**src/rtl/ddcb_delay_calibrator.sv**
```systemverilog
// Delay-line calibration controller: thermometer sweep, settle, majority vote, lock/fail.
// Optional DDCB_TRACK_EN: keep voting while locked and nudge the tap by one toward the edge.
module ddcb_delay_calibrator #(
    parameter int unsigned Nmbr_cascades = 4,
    parameter int unsigned SETTLE_CYCLES = 8,
    parameter int unsigned VOTE_CYCLES   = 16
) (
    input  logic                                   clk,
    input  logic                                   rst_n,
    input  logic                                   start,
    input  logic                                   phase_late,
    input  logic                                   cfg_manual,
    input  logic [$clog2(Nmbr_cascades+1)-1:0]     cfg_tap,
    output logic [Nmbr_cascades-1:0]               select,
    output logic [$clog2(Nmbr_cascades+1)-1:0]     tap,
    output logic                                   busy,
    output logic                                   locked,
    output logic                                   fail
);

    localparam int unsigned TapW   = $clog2(Nmbr_cascades + 1);
    localparam int unsigned OnesW  = $clog2(VOTE_CYCLES + 1);
    localparam int unsigned CntMax = (SETTLE_CYCLES > VOTE_CYCLES) ? SETTLE_CYCLES : VOTE_CYCLES;
    localparam int unsigned CntW   = $clog2(CntMax + 1);

    localparam logic [TapW-1:0]  TapMax     = TapW'(Nmbr_cascades);
    localparam logic [OnesW-1:0] HalfVotes  = OnesW'(VOTE_CYCLES / 2);
    localparam logic [CntW-1:0]  SettleLast = CntW'(SETTLE_CYCLES - 1);
    localparam logic [CntW-1:0]  VoteLast   = CntW'(VOTE_CYCLES - 1);

    typedef enum logic [2:0] {
        StIdle,
        StApply,
        StSettle,
        StVote,
        StDecide,
        StLocked,
        StFail
    } state_e;

    state_e                   state_q, state_d;
    logic [TapW-1:0]          tap_q, tap_d;
    logic [Nmbr_cascades-1:0] select_q, select_d;
    logic                     busy_q, busy_d;
    logic                     locked_q, locked_d;
    logic                     fail_q, fail_d;
    logic [CntW-1:0]          cnt_q, cnt_d;
    logic [OnesW-1:0]         ones_q, ones_d;

    logic [TapW-1:0] manual_tap;
    logic            settle_done;
    logic            vote_done;
    logic            decide_late;

    function automatic logic [Nmbr_cascades-1:0] therm(input logic [TapW-1:0] t);
        logic [Nmbr_cascades-1:0] v;
        for (int unsigned i = 0; i < Nmbr_cascades; i++) begin
            v[i] = (i < 32'(t));
        end
        return v;
    endfunction

    assign manual_tap  = (cfg_tap > TapMax) ? TapMax : cfg_tap;
    assign settle_done = (cnt_q == SettleLast);
    assign vote_done   = (cnt_q == VoteLast);
    // A tie is not a late decision.
    assign decide_late = (ones_q > HalfVotes);

`ifdef DDCB_TRACK_EN
    logic [OnesW-1:0] track_ones;
    logic             track_late;
    logic             track_step;

    // The tracking window decides on the cycle of its last sample, so fold that sample in.
    assign track_ones = ones_q + OnesW'(phase_late);
    assign track_late = (track_ones > HalfVotes);
    assign track_step = (track_late && (tap_q != '0)) || (!track_late && (tap_q != TapMax));
`endif

    always_ff @(posedge clk) begin
        if (!rst_n) begin
            state_q  <= StIdle;
            tap_q    <= '0;
            select_q <= '0;
            busy_q   <= 1'b0;
            locked_q <= 1'b0;
            fail_q   <= 1'b0;
            cnt_q    <= '0;
            ones_q   <= '0;
        end else begin
            state_q  <= state_d;
            tap_q    <= tap_d;
            select_q <= select_d;
            busy_q   <= busy_d;
            locked_q <= locked_d;
            fail_q   <= fail_d;
            cnt_q    <= cnt_d;
            ones_q   <= ones_d;
        end
    end

    always_comb begin
        state_d = state_q;
        if (cfg_manual) begin
            state_d = StIdle;
        end else begin
            unique case (state_q)
                StIdle, StFail: begin
                    if (start) state_d = StApply;
                end
                StLocked: begin
                    if (start) begin
                        state_d = StApply;
                    end
`ifdef DDCB_TRACK_EN
                    else if (vote_done && track_step) begin
                        state_d = StApply;
                    end
`endif
                end
                StApply: state_d = StSettle;
                StSettle: begin
                    if (settle_done) begin
`ifdef DDCB_TRACK_EN
                        state_d = locked_q ? StLocked : StVote;
`else
                        state_d = StVote;
`endif
                    end
                end
                StVote: begin
                    if (vote_done) state_d = StDecide;
                end
                StDecide: begin
                    if (decide_late)          state_d = StLocked;
                    else if (tap_q == TapMax) state_d = StFail;
                    else                      state_d = StApply;
                end
                default: state_d = StIdle;
            endcase
        end
    end

    always_comb begin
        tap_d    = tap_q;
        select_d = select_q;
        busy_d   = busy_q;
        locked_d = locked_q;
        fail_d   = fail_q;
        cnt_d    = cnt_q;
        ones_d   = ones_q;
        if (cfg_manual) begin
            tap_d    = manual_tap;
            select_d = therm(manual_tap);
            busy_d   = 1'b0;
            locked_d = 1'b0;
            fail_d   = 1'b0;
            cnt_d    = '0;
            ones_d   = '0;
        end else begin
            unique case (state_q)
                StIdle, StFail, StLocked: begin
                    if (start) begin
                        tap_d    = '0;
                        busy_d   = 1'b1;
                        locked_d = 1'b0;
                        fail_d   = 1'b0;
                        cnt_d    = '0;
                        ones_d   = '0;
                    end
`ifdef DDCB_TRACK_EN
                    else if (state_q == StLocked) begin
                        ones_d = track_ones;
                        cnt_d  = cnt_q + CntW'(1);
                        if (vote_done) begin
                            cnt_d  = '0;
                            ones_d = '0;
                            if (track_late && (tap_q != '0)) begin
                                tap_d = tap_q - TapW'(1);
                            end else if (!track_late && (tap_q != TapMax)) begin
                                tap_d = tap_q + TapW'(1);
                            end
                        end
                    end
`endif
                end
                StApply: begin
                    select_d = therm(tap_q);
                    cnt_d    = '0;
                    ones_d   = '0;
                end
                StSettle: begin
                    cnt_d  = settle_done ? '0 : cnt_q + CntW'(1);
                    ones_d = '0;
                end
                StVote: begin
                    ones_d = ones_q + OnesW'(phase_late);
                    cnt_d  = vote_done ? '0 : cnt_q + CntW'(1);
                end
                StDecide: begin
                    cnt_d  = '0;
                    ones_d = '0;
                    if (decide_late) begin
                        locked_d = 1'b1;
                        busy_d   = 1'b0;
                    end else if (tap_q == TapMax) begin
                        fail_d = 1'b1;
                        busy_d = 1'b0;
                    end else begin
                        tap_d = tap_q + TapW'(1);
                    end
                end
                default: ;
            endcase
        end
    end

    assign select = select_q;
    assign tap    = tap_q;
    assign busy   = busy_q;
    assign locked = locked_q;
    assign fail   = fail_q;

endmodule
```
**config.mk**
```make
export PLATFORM = sky130hd
export DESIGN_NAME = ddcb_delay_calibrator
export DESIGN_NICKNAME = d
export VERILOG_FILES = /design/src/rtl/ddcb_delay_calibrator.sv
export SDC_FILE = /design/constraint.sdc
export NUM_CORES = 1
export LEC_CHECK = 0
export ABC_CLOCK_PERIOD_IN_PS = 2500
export BUFFER_PORTS_ARGS = -buffer_cell sky130_fd_sc_hd__buf_2
export CAP_MARGIN = 20
export CORE_MARGIN = 4
export CORE_UTILIZATION = 43
export DETAILED_ROUTE_END_ITERATION = 8
export PLACE_DENSITY = 0.61
export SYNTH_ARGS = -nofsm -noshare
export SYNTH_HDL_FRONTEND = slang
export SYNTH_SLANG_ARGS = --single-unit
```
**constraint.sdc**
```tcl
create_clock -name clk -period 2.5 [get_ports clk]
set_clock_uncertainty 0.2 [all_clocks]
set_input_delay 0.125 -clock clk [delete_from_list [all_inputs] [get_ports clk]]
set_output_delay 0.125 -clock clk [all_outputs]
set_load 0.005 [all_outputs]
```
# Word level (Yosys, flattened, before mapping)
# Cells that the tools add are included.
[word_totals] reg_bits=23
[classes] magnitude_cmp=10 bitwise_logic=1 n_eq_ne=19 muxes=29 n_addsub=3 reduce_logical=17
[ops] operator="$mux 3" count=10
[ops] operator="$pmux 5 s4" count=1
[ops] operator="$mux 5" count=3
[ops] operator="$pmux 3 s5" count=1
[ops] operator="$pmux 5 s3" count=1
[ops] operator="$eq 3x3->1 const B" count=4
[ops] operator="$lt 1x3->1 const A" count=4
[ops] operator="$lt 2x3->1 const A" count=4
[ops] operator="$ne 2x2->1 const B" count=5
[ops] operator="$ne 3x3->1 const B" count=3
[ops] operator="$reduce_and 3->1" count=3
[ops] operator="$mux 4" count=2
[ops] operator="$reduce_and 4->1" count=2
[ops] operator="$mux 1" count=7
[ops] operator="$eq 3x2->1 const B" count=2
[ops] operator="$pmux 1 s2" count=3
[ops] operator="$pmux 3 s2" count=1
[ops] operator="$reduce_bool 3->1" count=2
[ops] operator="$reduce_or 3->1" count=2
[ops] operator="$add 5x1->5" count=1
[ops] operator="$add 5x1->5 const B" count=1
[ops] operator="$eq 5x3->1 const B" count=1
[ops] operator="$eq 5x4->1 const B" count=1
[ops] operator="$gt 5x4->1 const B" count=1
[ops] operator="11 further kinds" count=14

# Longest topological paths before layout
# Gate-level depths: netlist of the first run.
[logic_depth] word_depth=5 ltp_mapped=8 depth_no_buf=8

# Worst setup path before layout of the first run
# OpenSTA, ideal clock, no wires.
[synth_timing] kind="reg-to-reg" start="register cnt_q[0]" end="register cnt_q[3]" path_slack_ns=0.535 n_path_buf=0 t_arrival_ns=1.674 stages_incl_launch_ff=9 synth_period_minus_slack_ns=1.965 t_required_ns=2.209 path_cell_list="dfxtp_1 > ha_1 > nand3_1 > inv_1 > ha_1 > and2_1 > a211oi_4 > a41oi_1 > a311oi_1"
[synth_between] elab_chain_len=3
[synth_lines] element="from (decl)" line="47" rtl="logic [CntW-1:0] cnt_q, cnt_d;"
[synth_lines] element="from (signal assigned)" line="97" rtl="cnt_q <= cnt_d;"
[synth_lines] element="$add 5x1->5 (tied with other cells)" line="193, 198"
[synth_lines] element="$mux 5 (on tied branches)" line="198, 193"
[synth_lines] element="$pmux 5 s4 *" line="161" rtl="unique case (state_q)"
# Every way passes the cells marked *; elsewhere a longest branch is shown, timed or not.
# A chain may end at the register's enable or synchronous reset.

# Worst setup path in the final report of the first run
# Ends and elaborated chain as after synthesis.

==> results.py, run 1 <==
metrics = {
    "sta": {
        "setup_slack_ps": 344,
        "rsz0062_at_grt": "false",
        "setup_tns_ps": 0,
        "drv_slew": 0,
        "min_period_over_period": 0.862,
        "worst-slew-pin-transition_ps": 581,
        "max_freq_mhz": 464,
        "finalCriticalPeriod_ps": 2160,
        "finalSetupViolations": 0,
        "hold_viol": 0,
        "max_slew_margin": 0.612,
    },
    "flow_run": {
        "cap_violations": 0,
    },
    "finish": {
        "seq_area_um2": 460,
        "final_util": 0.494,
        "fin_nets": 208,
        "drive_above_1_share": 0.156,
        "multiInputGateArea_um2": 943,
        "fill_cells": 358,
        "synthToLayoutAreaGrowth_pct": 9.49,
        "insertedDiodeCount": 0,
    },
    "die": {
        "core_mm2": 0.00336,
        "row_count": 21,
        "fp.dieW_um": 67.4,
        "die-area_mm2": 0.00454,
        "dieHeight_um": 67.4,
        "initial_core_util": 0.451,
        "ios": 18,
    },
    "power": {
        "p_leak_nw": 0.646,
        "internal_power_mw": 0.482,
        "comb_power_share": 0.145,
        "p_clk_frac": 0.276,
        "sequentialPowerShare": 0.580,
        "power_density_mw_per_mm2": 405,
        "p_sw_mw": 0.191,
        "switching_share": 0.284,
        "ir_drop_mv": 0.251,
    },
    "cts": {
        "worstSkewPairLatency_ps": 330,
        "cts_buffers": 3,
        "cts_tree": "done",
        "clkSlewWorstSetupHoldPaths_ps": 140,
        "clock-sinks": 23,
        "cts_root_buffer": "clkbuf_4",
        "clk_path_buf_depth": 2,
        "htreeDepth": 1,
        "ctsResizeCount": 0,
    },
    "routing": {
        "drtIter0Drc": 70,
        "drtPass1Iterations": 4,
        "ant_nets": 0,
        "drc": 0,
        "vias_per_cell": 5.51,
        "wl_um": 3030,
        "dr_total_vias": 1311,
        "wl_per_cell_um": 12.7,
    },
    "global_routing": {
        "grt_pass1_wl_um": 5350,
        "antenna_found_initial": 0,
        "gr-total-overflow": 0,
        "track_usage": 0.150,
        "grt_pass1_vias": 1160,
        "grt_max_degree": 20,
    },
    "synthesis": {
        "postSynth.asyncResetShare": 0,
        "ys_types": 50,
        "ys_warn_count": 0,
        "synth_mux_area_frac": 0.0462,
        "synth_top_family_by_area": "compound AO/OA/AOI/OAI gates",
        "syn_nets": 192,
        "syn_avg_cell_area_um2": 8.57,
        "yosys-top-cells-count": "dfxtp_1, nand2_1, a21oi_1",
        "synthSimpleGateAreaFrac": 0.241,
        "synth_top_area_frac": 0.304,
        "synth.ff_latch_count": 23,
        "yosysSeqAreaShare": 0.304,
        "syn_inst": 177,
        "synth_edf_count": 0,
        "synth_most_common_cell": "dfxtp_1",
        "synthTopCellsByArea": "dfxtp_1, ha_1, a21oi_1",
        "ys.flop_type": "dfxtp_1",
        "synth_top_area_cell": "dfxtp_1",
        "synthAdderAreaFrac": 0.0578,
        "synth_xor_area_frac": 0.0173,
        "syn_area_mm2": 0.00152,
        "synth_compound_area_frac": 0.260,
    },
    "worst_setup_path": {
        "crit_type": "reg2reg",
        "reg2reg_from": "cnt_q[0]",
        "cp-startpoint": "cnt_q[0]",
        "critical_path.endpoint": "cnt_q[3]",
        "crit_path_end_kind": "flop",
        "worstPathMaxFanout": 7,
        "critical_path.startpoint_type": "flop",
        "rr_worst_depth": 8,
        "r2r-end": "cnt_q[3]",
        "r2r_slack_ps": 340,
        "worst_ep_required_time_ps": 2550,
        "cp.arrival_ps": 2210,
    },
    "placed_design": {
        "dp_slack_ps": 344,
        "numPortBuffers": 17,
        "gp_congestion": 0.826,
        "hpwlAfterDp_um": 2260,
    },
    "run_status": {
        "status": "completed",
    },
    "min_path": {
        "hp-class": "in2reg",
    },
}
-- per-layer routing --
layer | GRT usage | vias up | wire (um)
met5 | 0 | - | 0
met4 | 0.0456 | 0 | 36
met3 | 0.0250 | 4 | 91
met2 | 0.218 | 20 | 1330
met1 | 0.224 | 610 | 1570
li1 | - | 677 | -
-- power groups by stage --
| stage | combinational, mW | clock [mW] | sequential (mW) |
|---|---|---|---|
| finish | 0.0973 | 0.186 | 0.390 |
| CTS | 0.0976 | 0.192 | 0.390 |
| detailed placement | 0.0912 | 0 | 0.398 |
| global route | 0.110 | 0.199 | 0.393 |
| global placement | 0.0903 | 0 | 0.398 |
| floorplan | 0.0786 | 0 | 0.392 |
-- cells by family (layout without fill, tap and decap cells) --
family	count (synthesis)	count (layout)
and+or+nand+nor	62	62
AOI/OAI and AO/OA	55	55
DFF	23	23
buffers and inverters	20	35
adders and majority gates	7	7
muxes	7	7
xor gates and xnor gates	3	3
-- flip-flops by register name, summed over array words and instances, names as in the netlist --
signal and flops:
busy 1, fail 1, cnt_q 5, locked 1
select 4, state_q 3, ones_q 5, tap 3
-- final cells by class --
type	instances	share of cell area
Clock buffer	3	0.0136
Inverter	9	0.0203
Sequential cell	23	0.277
Timing Repair Buffer	22	0.0814
Multi-Input combinational cell	134	0.568
Tap cell	46	0.0347
Clock inverter	1	0.00452
-- cell usage in the layout (no fill, tap or decap), types with 3 or more instances in the layout --
| cell type | count |
|---|---|
| a21oi_1 | 15 |
| ha_1 | 7 |
| dlygate4sd3_1 | 5 |
| mux2i_1 | 7 |
| nor2b_1 | 3 |
| o21ai_0 | 11 |
| nand3_1 | 5 |
| nor2_1 | 7 |
| dfxtp_1 | 23 |
| inv_1 | 9 |
| buf_2 | 17 |
| o31ai_1 | 8 |
| clkbuf_4 | 3 |
| and2_1 | 3 |
| nor4_1 | 3 |
| nand2b_1 | 6 |
| nand2_1 | 20 |
-- critical path, cell delays in order, from the launching register on --
cell,delay [ps]
dfxtp_1,370
ha_1,240
nand3_1,120
inv_1,50
ha_1,160
and2_1,200
a211oi_4,340
a41oi_1,170
a311oi_1,240
-- worst min path at each step --
stage / startpoint / slack [ps] / end / depth (start not counted)
2_1_floorplan: cfg_tap[2] / 130 / tap[1] / 3
3_3_place_gp: busy / 250 / busy / 2
3_5_place_dp: busy / 250 / busy / 2
4_1_cts: cfg_tap[1] / 9 / tap[1] / 5
5_1_grt: cfg_tap[1] / 40 / tap[1] / 5
6_report: cfg_tap[1] / 20 / tap[1] / 5
-- timing repair --
item,4_1_cts,5_1_grt
setup buffers,0,0
hold buffers,5,0
hold endpoints to repair,10,0
-- per-stage QoR --
step | hold slack [ps] | instances | total power [mW] | area, um^2
2_1_floorplan | 130 | 177 | 0.471 | 1520
4_1_cts | 9.04 | 238 | 0.680 | 1660
3_5_place_dp | 249 | 229 | 0.489 | 1580
3_3_place_gp | 249 | 229 | 0.488 | 1580
5_1_grt | 39.4 | 238 | 0.703 | 1660
6_report | 22.8 | 238 | 0.673 | 1660
No activity file was read; power rests on OpenSTA's default activity.
==> run 2, diff against run 1 <==
CORE_ASPECT_RATIO = 0.7   (was default)
==> run 2 against run 1 <==
Compared with the run above: cell count is 1.3% lower; non-clock buffer count is 4 lower; clock-buffer cell count is 1 higher; total power is 6.1% higher; sequential power hardly changed; clock power is 23% higher; sequential share of layout area is 0.40 points higher; design area is 1.4% lower; hold slack worse by 0.94 ps; critical path type unchanged.
==> results.py, run 2 (synthesized netlist as in run 1, its figures left out) <==
metrics = {
    "cts": {
        "clk_path_buf_depth": 2,
        "clock-sinks": 23,
        "cts_tree": "done",
        "ctsResizeCount": 0,
        "cts_root_buffer": "clkbuf_8",
        "clkSlewWorstSetupHoldPaths_ps": 80,
        "cts_buffers": 3,
        "htreeDepth": 1,
        "hold_buffers": 1,
        "cts_setup_buffers": 0,
        "worstSkewPairLatency_ps": 260,
    },
    "global_routing": {
        "grt_pass1_vias": 1199,
        "track_usage": 0.156,
        "grt_max_degree": 20,
        "grt_pass1_wl_um": 5700,
        "antenna_found_initial": 0,
        "gr-total-overflow": 0,
    },
    "worst_setup_path": {
        "crit_type": "reg2reg",
        "cp.arrival_ps": 2190,
        "worstPathMaxFanout": 7,
        "worst_ep_required_time_ps": 2490,
        "critical_path.startpoint_type": "flop",
        "crit_path_end_kind": "flop",
    },
    "placed_design": {
        "dp_slack_ps": 348,
        "numPortBuffers": 17,
        "gp_congestion": 0.780,
        "dp_cells": 230,
        "hpwlAfterDp_um": 2470,
    },
    "routing": {
        "drc": 0,
        "dr_total_vias": 1324,
        "drtIter0Drc": 127,
        "ant_nets": 0,
        "wl_per_cell_um": 14.3,
        "drtPass1Iterations": 4,
        "wl_um": 3360,
        "vias_per_cell": 5.63,
    },
    "finish": {
        "synthToLayoutAreaGrowth_pct": 7.92,
        "final_cells": 235,
        "insertedDiodeCount": 0,
        "final_common_cell": "dfxtp_1",
        "final_cell_mix": "dfxtp_1, nand2_1, buf_2",
        "final_util": 0.500,
        "drive_above_1_share": 0.154,
        "fin_nets": 204,
        "fill_cells": 332,
    },
    "min_path": {
        "hp-class": "in2reg",
    },
    "sta": {
        "min_period_over_period": 0.881,
        "hold_viol": 0,
        "drv_slew": 0,
        "finalCriticalPeriod_ps": 2200,
        "setup_tns_ps": 0,
        "max_slew_margin": 0.576,
        "finalSetupViolations": 0,
        "rsz0062_at_grt": "false",
        "setup_slack_ps": 297,
        "max_freq_mhz": 454,
        "worst-slew-pin-transition_ps": 635,
    },
    "die": {
        "row_count": 17,
        "dieHeight_um": 57.7,
        "die-area_mm2": 0.00456,
        "initial_core_util": 0.463,
        "core_mm2": 0.00328,
        "fp.dieW_um": 79.0,
        "ios": 18,
    },
    "power": {
        "p_total_mw": 0.714,
        "ir_drop_mv": 0.175,
        "power_density_mw_per_mm2": 436,
        "p_leak_nw": 0.637,
    },
    "run_status": {
        "status": "completed",
    },
    "flow_run": {
        "cap_violations": 0,
    },
}
## run 2: cell count changes in the layout (fill, tap and decap cells not counted), sizes merged
cell,delta
dlygate4sd3,-4
clkbuf,+1
clkinvlp,-1
## run 2: final cells by class
class	instances	area [um^2]	share of cell area
Clock buffer	4	45.0	0.0275
Inverter	9	33.8	0.0206
Multi-Input combinational cell	134	943	0.576
Sequential cell	23	460	0.281
Tap cell	47	58.8	0.0359
Timing Repair Buffer	18	95.1	0.0581
## run 2: worst paths after layout
| kind | depth (start not counted) | to | slack (ps) | from |
|---|---|---|---|---|
| setup / recovery | 8 | cnt_q[0] | 300 | cnt_q[0] |
| hold / removal | 3 | busy | 20 | start |
| setup reg to reg | 8 | cnt_q[0] | 300 | cnt_q[0] |
| hold reg to reg | 2 | busy | 260 | busy |
## run 2: layer usage
metal / track usage / part of all wire
met1: 0.233 / 0.50
met2: 0.230 / 0.43
met3: 0.0419 / 0.063
met4: 0.0221 / 0.0057
met5: 0 / 0
## run 2: stage by stage
stage / hold slack (ps) / area, um^2
3_5_place_dp: 253 / 1580
2_1_floorplan: 130 / 1520
6_report: 21.9 / 1640
4_1_cts: 11.7 / 1640
3_3_place_gp: 242 / 1580
5_1_grt: 32.9 / 1640
## run 2: power by group
part	switching, mW	internal, mW
clock network	0.116	0.114
registers	0.0142	0.376
logic	0.0545	0.0396
total	0.184	0.529
## run 2: worst max-delay path, stage by stage, from the launching register on
cell and delay (ps):
dfxtp_1 360, ha_1 260, nand3_1 120, inv_1 60
ha_1 170, and2_1 200, a211oi_4 350, or2b_1 260
a21oi_1 150
